`src/rtl/axi_interconnect_fifogen_wptr_gray_pkg.sv`:
```
// Shared pointer helpers for the async FIFO write side.
// Provides the gray/binary conversions and the pointer-width rule.
package axi_interconnect_fifogen_wptr_gray_pkg;

  localparam int AW_DFLT = 4;

  typedef struct packed {
    logic full;
    logic afull;
    logic overflow;
  } wflag_t;

  // One extra bit beyond the address distinguishes full from empty.
  function automatic int ptr_w(input int aw);
    return aw + 1;
  endfunction

  function automatic logic [31:0] bin2gray(input logic [31:0] b);
    return b ^ (b >> 1);
  endfunction

  // Callers zero-extend, so the prefix XOR from bit 31 downward is exact.
  function automatic logic [31:0] gray2bin(input logic [31:0] g);
    logic [31:0] b;
    b[31] = g[31];
    for (int i = 30; i >= 0; i--) begin
      b[i] = b[i+1] ^ g[i];
    end
    return b;
  endfunction

endpackage

```
`src/rtl/axi_interconnect_fifogen_dec2gray.sv`:
```
// Binary-to-gray encoder; combinational when PIPLE_LINE is 0, otherwise one register stage.
// No flow control: the output follows the input.
module axi_interconnect_fifogen_dec2gray
  import axi_interconnect_fifogen_wptr_gray_pkg::*;
#(
  parameter int DW         = 5,
  parameter int PIPLE_LINE = 0
) (
  input  logic          clk,
  input  logic          rst_n,
  input  logic [DW-1:0] i_bin,
  output logic [DW-1:0] o_gray
);

  logic [DW-1:0] w_gray;

  assign w_gray = DW'(bin2gray(32'(i_bin)));

  generate
    if (PIPLE_LINE == 0) begin : g_comb
      logic w_unused;
      assign w_unused = ^{clk, rst_n};
      assign o_gray   = w_gray;
    end else begin : g_reg
      logic [DW-1:0] r_gray;
      always_ff @(posedge clk or negedge rst_n) begin
        if (!rst_n) begin
          r_gray <= '0;
        end else begin
          r_gray <= w_gray;
        end
      end
      assign o_gray = r_gray;
    end
  endgenerate

endmodule

```
`src/rtl/axi_interconnect_fifogen_wptr_gray.sv`:
```
// Async FIFO write-side pointer/flag generator: binary write pointer, registered gray pointer, full/afull/level.
// mem_we is combinational; the gray pointer and flags update one clk_sys edge after a push; pushes while full are dropped.
module axi_interconnect_fifogen_wptr_gray
  import axi_interconnect_fifogen_wptr_gray_pkg::*;
#(
  parameter int AW       = AW_DFLT,
  parameter int AFULL_TH = (2**AW) - 2
) (
  input  logic          clk_sys,
  input  logic          rst_n,
  input  logic          wr_en,
  input  logic [AW:0]   rd_gray_sync,
  output logic          mem_we,
  output logic [AW-1:0] mem_waddr,
  output logic [AW:0]   wr_gray,
  output logic          full,
  output logic          afull,
  output logic [AW:0]   wr_level,
  output logic          overflow
);

  localparam int               PTR_W   = ptr_w(AW);
  localparam logic [PTR_W-1:0] AFULL_V = PTR_W'(AFULL_TH);

  logic [PTR_W-1:0] r_wr_bin;
  logic [PTR_W-1:0] r_wr_gray;
  logic [PTR_W-1:0] r_level;
  wflag_t           r_flag;

  logic             w_accept;
  logic [PTR_W-1:0] w_wr_bin_nxt;
  logic [PTR_W-1:0] w_wr_gray_nxt;
  logic [PTR_W-1:0] w_rd_bin;
  logic [PTR_W-1:0] w_full_ref;
  logic [PTR_W-1:0] w_level_nxt;
  wflag_t           w_flag_nxt;

  assign w_accept     = wr_en & ~r_flag.full;
  assign w_wr_bin_nxt = r_wr_bin + PTR_W'(w_accept);

  axi_interconnect_fifogen_dec2gray #(
    .DW         (PTR_W),
    .PIPLE_LINE (0)
  ) u_dec2gray (
    .clk    (clk_sys),
    .rst_n  (rst_n),
    .i_bin  (w_wr_bin_nxt),
    .o_gray (w_wr_gray_nxt)
  );

  assign w_rd_bin = PTR_W'(gray2bin(32'(rd_gray_sync)));

  // Gray of (rd + 2**AW): top two gray bits inverted, the rest unchanged.
  assign w_full_ref  = {~rd_gray_sync[AW:AW-1], rd_gray_sync[AW-2:0]};
  assign w_level_nxt = w_wr_bin_nxt - w_rd_bin;

  always_comb begin
    w_flag_nxt          = '0;
    w_flag_nxt.full     = (w_wr_gray_nxt == w_full_ref);
    w_flag_nxt.afull    = (w_level_nxt >= AFULL_V);
    w_flag_nxt.overflow = wr_en & r_flag.full;
  end

  always_ff @(posedge clk_sys or negedge rst_n) begin
    if (!rst_n) begin
      r_wr_bin  <= '0;
      r_wr_gray <= '0;
      r_level   <= '0;
      r_flag    <= '0;
    end else begin
      r_wr_bin  <= w_wr_bin_nxt;
      r_wr_gray <= w_wr_gray_nxt;
      r_level   <= w_level_nxt;
      r_flag    <= w_flag_nxt;
    end
  end

  assign mem_we    = w_accept;
  assign mem_waddr = r_wr_bin[AW-1:0];
  assign wr_gray   = r_wr_gray;
  assign full      = r_flag.full;
  assign afull     = r_flag.afull;
  assign wr_level  = r_level;
  assign overflow  = r_flag.overflow;

endmodule
```
`config.mk`:
```
export PLATFORM = sky130hd
export DESIGN_NAME = axi_interconnect_fifogen_wptr_gray
export DESIGN_NICKNAME = d
export VERILOG_FILES = /design/src/rtl/axi_interconnect_fifogen_wptr_gray_pkg.sv /design/src/rtl/axi_interconnect_fifogen_dec2gray.sv /design/src/rtl/axi_interconnect_fifogen_wptr_gray.sv
export SDC_FILE = /design/constraint.sdc
export NUM_CORES = 1
export LEC_CHECK = 0
export CORE_MARGIN = 2
export CORE_UTILIZATION = 45
export CTS_CLUSTER_SIZE = 8
export DETAILED_ROUTE_END_ITERATION = 8
export GPL_TIMING_DRIVEN = 0
export HOLD_SLACK_MARGIN = 0.05
export PLACE_DENSITY = 0.77
export REMOVE_ABC_BUFFERS = 1
export SKIP_CTS_REPAIR_TIMING = 1
export SLEW_MARGIN = 20
export SYNTH_ARGS = -nofsm -noshare
export SYNTH_HDL_FRONTEND = slang
export SYNTH_SLANG_ARGS = --single-unit
```
`constraint.sdc`:
```
create_clock -name clk_sys -period 2.4 [get_ports clk_sys]
set_input_delay 0.48 -clock clk_sys [delete_from_list [all_inputs] [get_ports clk_sys]]
set_output_delay 0.48 -clock clk_sys [all_outputs]
set_load 0.01 [all_outputs]
```
* After elaboration in Yosys (flattened, before gate mapping) *
Index checks and enable logic that the tools add are counted.

operators by class
  $lt $le $gt $ge = 1
  reduce and logical (&&, ||, !) cells = 0
  $add $sub $neg = 2
  muxes and demuxes = 0
  equality and inequality tests = 1
  $mul = 0
  divide/modulo/power cells = 0
  shifts and indexed selects = 0
  bitwise operators = 9

operators by type and width
  cell                                                 count
  adder 5 x 1 -> 5 bit                                 1
  == test 5 bit                                        1
  >= comparator 5 x 4 -> 1 bit, second input constant  1
  subtractor 5 bit                                     1
  bitwise XOR 5 x 4 -> 5 bit                           1
  bitwise XOR 1 bit                                    4
  bitwise AND 1 bit                                    2
  NOT 2 bit                                            1
  NOT 1 bit                                            1

storage, ports and cells
  bits in read-only memories = 0
  memories = 0
  output and inout port bits = 18
  flip-flop bits (word level) = 18
  latch bits = 0
  bits of input ports = 8
  bits in writable memories = 0
  word-level logic and storage cells = 19

* Depth between registers and ports, before layout *
Gate-level depths: netlist (run 1).

  depth in word-level cells = 6
  depth in mapped cells = 10
  mapped depth without buffers = 10

* Cells and area by module *
Synthesis (run 1) repeated with hierarchy kept, for this count alone.

second synthesis, totals
  cells, all modules = 69
  area total of the unflattened synthesis = 888.4 sq um

by module, submodules not included
  module                              times used  cells an instance  area each (sq um)
  axi_interconnect_fifogen_wptr_gray  1           64                 845.8
  axi_interconnect_fifogen_dec2gray   1           5                  42.5

* Worst setup path after synthesis (run 1) *
Ideal clock, no wire load.

  path type = input port to flip-flop
  start = input port wr_en
  end = register r_flag, in the netlist afull
  buffers on the path = 0
  required time = 2.284 ns
  path slack = -0.133 ns
  arrival = 2.418 ns
  stages on the path = 9
  path through = nor2b_1 ha_1 xnor2_1 inv_1 ha_1 nor2b_1 o21ai_0 a21boi_0 o311ai_0

RTL lines
  item                    RTL line                                  RTL
  start: declaration      axi_interconnect_fifogen_wptr_gray.sv:11  input logic wr_en,
  end signal: assignment  axi_interconnect_fifogen_wptr_gray.sv:74  r_flag <= w_flag_nxt;
  end: declaration        axi_interconnect_fifogen_wptr_gray.sv:28  wflag_t r_flag;

==> impl_metrics.json, run 1 <==
{
  "avgSynthCellArea_um2": 12.0,
  "total_leakage_power_nw": 0.680,
  "power_density_nw_per_um2": 1640,
  "core_area_um2": 1980,
  "ys_types": 31,
  "hold_path.class": "input pin to register",
  "routed_wl_um": 2270,
  "whs_ps": 435,
  "finalSetupViolations": 0,
  "drt_pass1_iterations": 4,
  "synthTopCellsByArea": "dfrtp_1, xnor2_1, ha_1",
  "ys.flop_type": "dfrtp_1",
  "via_per_inst": 4.88,
  "drc": 0,
  "grt_pass1_wl_um": 2880,
  "worst_slew_pin_slew_ps": 793,
  "grt_pass1_vias": 632,
  "grt_max_degree": 18,
  "layout-drive-gt1-share": 0.336,
  "setup.worst_path.class": "input pin to register",
  "nets": 138,
  "place_congestion": 0.777,
  "cts_root_buf": "clkbuf_4",
  "synth_edf_count": 0,
  "syn_to_final_growth_pct": 60.9,
  "synth_top_cell_area_share": 0.442,
  "syn_area_um2": 962,
  "wire_per_inst_um": 15.2,
  "clk_latency_ps": 300,
  "synth-seq-cells": 17,
  "die_x_um": 50.2,
  "first_iter_violations": 6,
  "fin_skew_ps": 7.83,
  "core.rowCount": 16,
  "syn_inst": 80,
  "grt_overflow": 0,
  "finalMaxSlewViolations": 0,
  "ys_warn_count": 0,
  "port_buffers": 25,
  "slew_headroom": 0.470,
  "cp_max_fo": 3,
  "hpwl_um": 1320,
  "die_area_um2": 2520,
  "outcome": "finished, final reports clean",
  "ys_seq_area_frac": 0.442,
  "start_kind": "input pin",
  "cts_buffers": 3,
  "peakVddDrop_v": 0.00106,
  "ant_nets": 0,
  "ys_async_sr_fraction": 1.00,
  "max_freq_mhz": 425,
  "grt_usage": 0.154,
  "required_ps": 2600,
  "period_share": 0.981,
  "antenna_found_initial": 0,
  "power_mw": 2.53,
  "clock_path_buffers": 2,
  "tritoncts": "yes",
  "htreeDepth": 1,
  "antenna_cells": 0,
  "period_needed_ps": 2350,
  "start_util": 0.485,
  "synth_top_cell_by_area": "dfrtp_1",
  "path_clk_slew_ps": 100,
  "clock-sinks": 17,
  "crit_arrival_ps": 2560,
  "cp-end-kind": "register",
  "hold_viol": 0,
  "vias": 727,
  "io_pins": 26,
  "cap_viol_max_count": 0,
  "die_h_um": 50.2
}
[Yosys cell counts, drive strengths merged, types with 2 or more instances]
library cell   n
ha             6
dfrtp         17
inv            7
nand2b         2
nor2b          3
o21ai          2
a21boi         2
xnor2         14
nand2          3
xor2           5
[final timing paths]
kind,from,end,slack (ps),cells past startpoint
max,rd_gray_sync[3],afull,50,11
min,wr_en,overflow,440,2
max reg2reg,full,afull,160,9
min reg2reg,full,overflow,590,1
max in group asynchronous,rst_n,wr_gray[2],1280,1
min in group asynchronous,rst_n,r_wr_bin[3],630,1
[kinds of logic (layout without fill, tap and decap cells)]
logic type	Yosys count	count (layout)	share of synthesized area
and+or+nand+nor	17	17	0.114
adders and majority gates	7	7	0.0988
buffers and inverters	9	51	0.0377
DFF	17	17	0.442
AOI/OAI and AO/OA	9	9	0.0702
xor gates and xnor gates	21	21	0.237
[layout make-up]
type / count / area [µm²]
Clock buffer: 4 / 26.3
Inverter: 7 / 26.3
Timing Repair Buffer: 40 / 374
Sequential cell: 17 / 425
Multi-Input combinational cell: 54 / 662
Tap cell: 27 / 33.8
Fill cell: 115 / 434
[cell usage in the layout (no fill, tap or decap), types with 2 or more instances in the layout]
cell	synthesis	routed
nand2_1	3	3
inv_1	7	6
dfrtp_1	17	17
buf_4	0	15
xor2_1	4	2
dlymetal6s2s_1	0	2
xnor2_4	0	3
nor2b_1	3	2
clkbuf_4	0	3
xnor2_1	13	11
clkdlybuf4s50_1	0	21
xor2_2	1	3
ha_4	0	4
[per-layer routing]
metal  up-vias  GRT usage  share of wire
li1        346          -              -
met1       351      0.204           0.41
met2        23      0.252           0.52
met3         7     0.0179          0.032
met4         0     0.0694          0.031
met5         -          0              0
[flip-flops by register name, summed over array words and instances (netlist names)]
signal	flops
overflow	1
wr_level	5
full	1
afull	1
r_wr_bin	5
wr_gray	4
[worst max-delay path: stages]
cell and delay [ps]:
buf_8 110, xnor2_4 230, xor2_2 240, xor2_2 240, xnor2_1 170, ha_2 230
fa_2 220, nand2b_4 120, a21boi_2 50, or3_1 390, o311ai_1 90
[report_power, final]
part	switching (mW)	internal [mW]
clock network	0.0962	0.0649
registers	0.148	0.442
logic	0.746	1.04
total	0.990	1.54
[stage by stage]
stage | area, µm² | util | TNS, ps | worst slack [ps] | std cells
after CTS | 1260 | 0.637 | -1530 | -568 | 134
final | 1550 | 0.781 | 0 | 45.3 | 149
after detailed placement | 1240 | 0.624 | -3180 | -867 | 130
after floorplan | 952 | - | -154 | -134 | 78
after global routing | 1550 | 0.781 | -57.4 | -47.3 | 149
after global placement | 1240 | 0.624 | -2810 | -787 | 130
(Power assumes the default switching activity.)
==> run 2, diff against run 1 <==
Settings changed: SKIP_LAST_GASP set to 1.
==> results of run 2 <==
The final DEF is identical to that of run 1; final timing and power are the same.
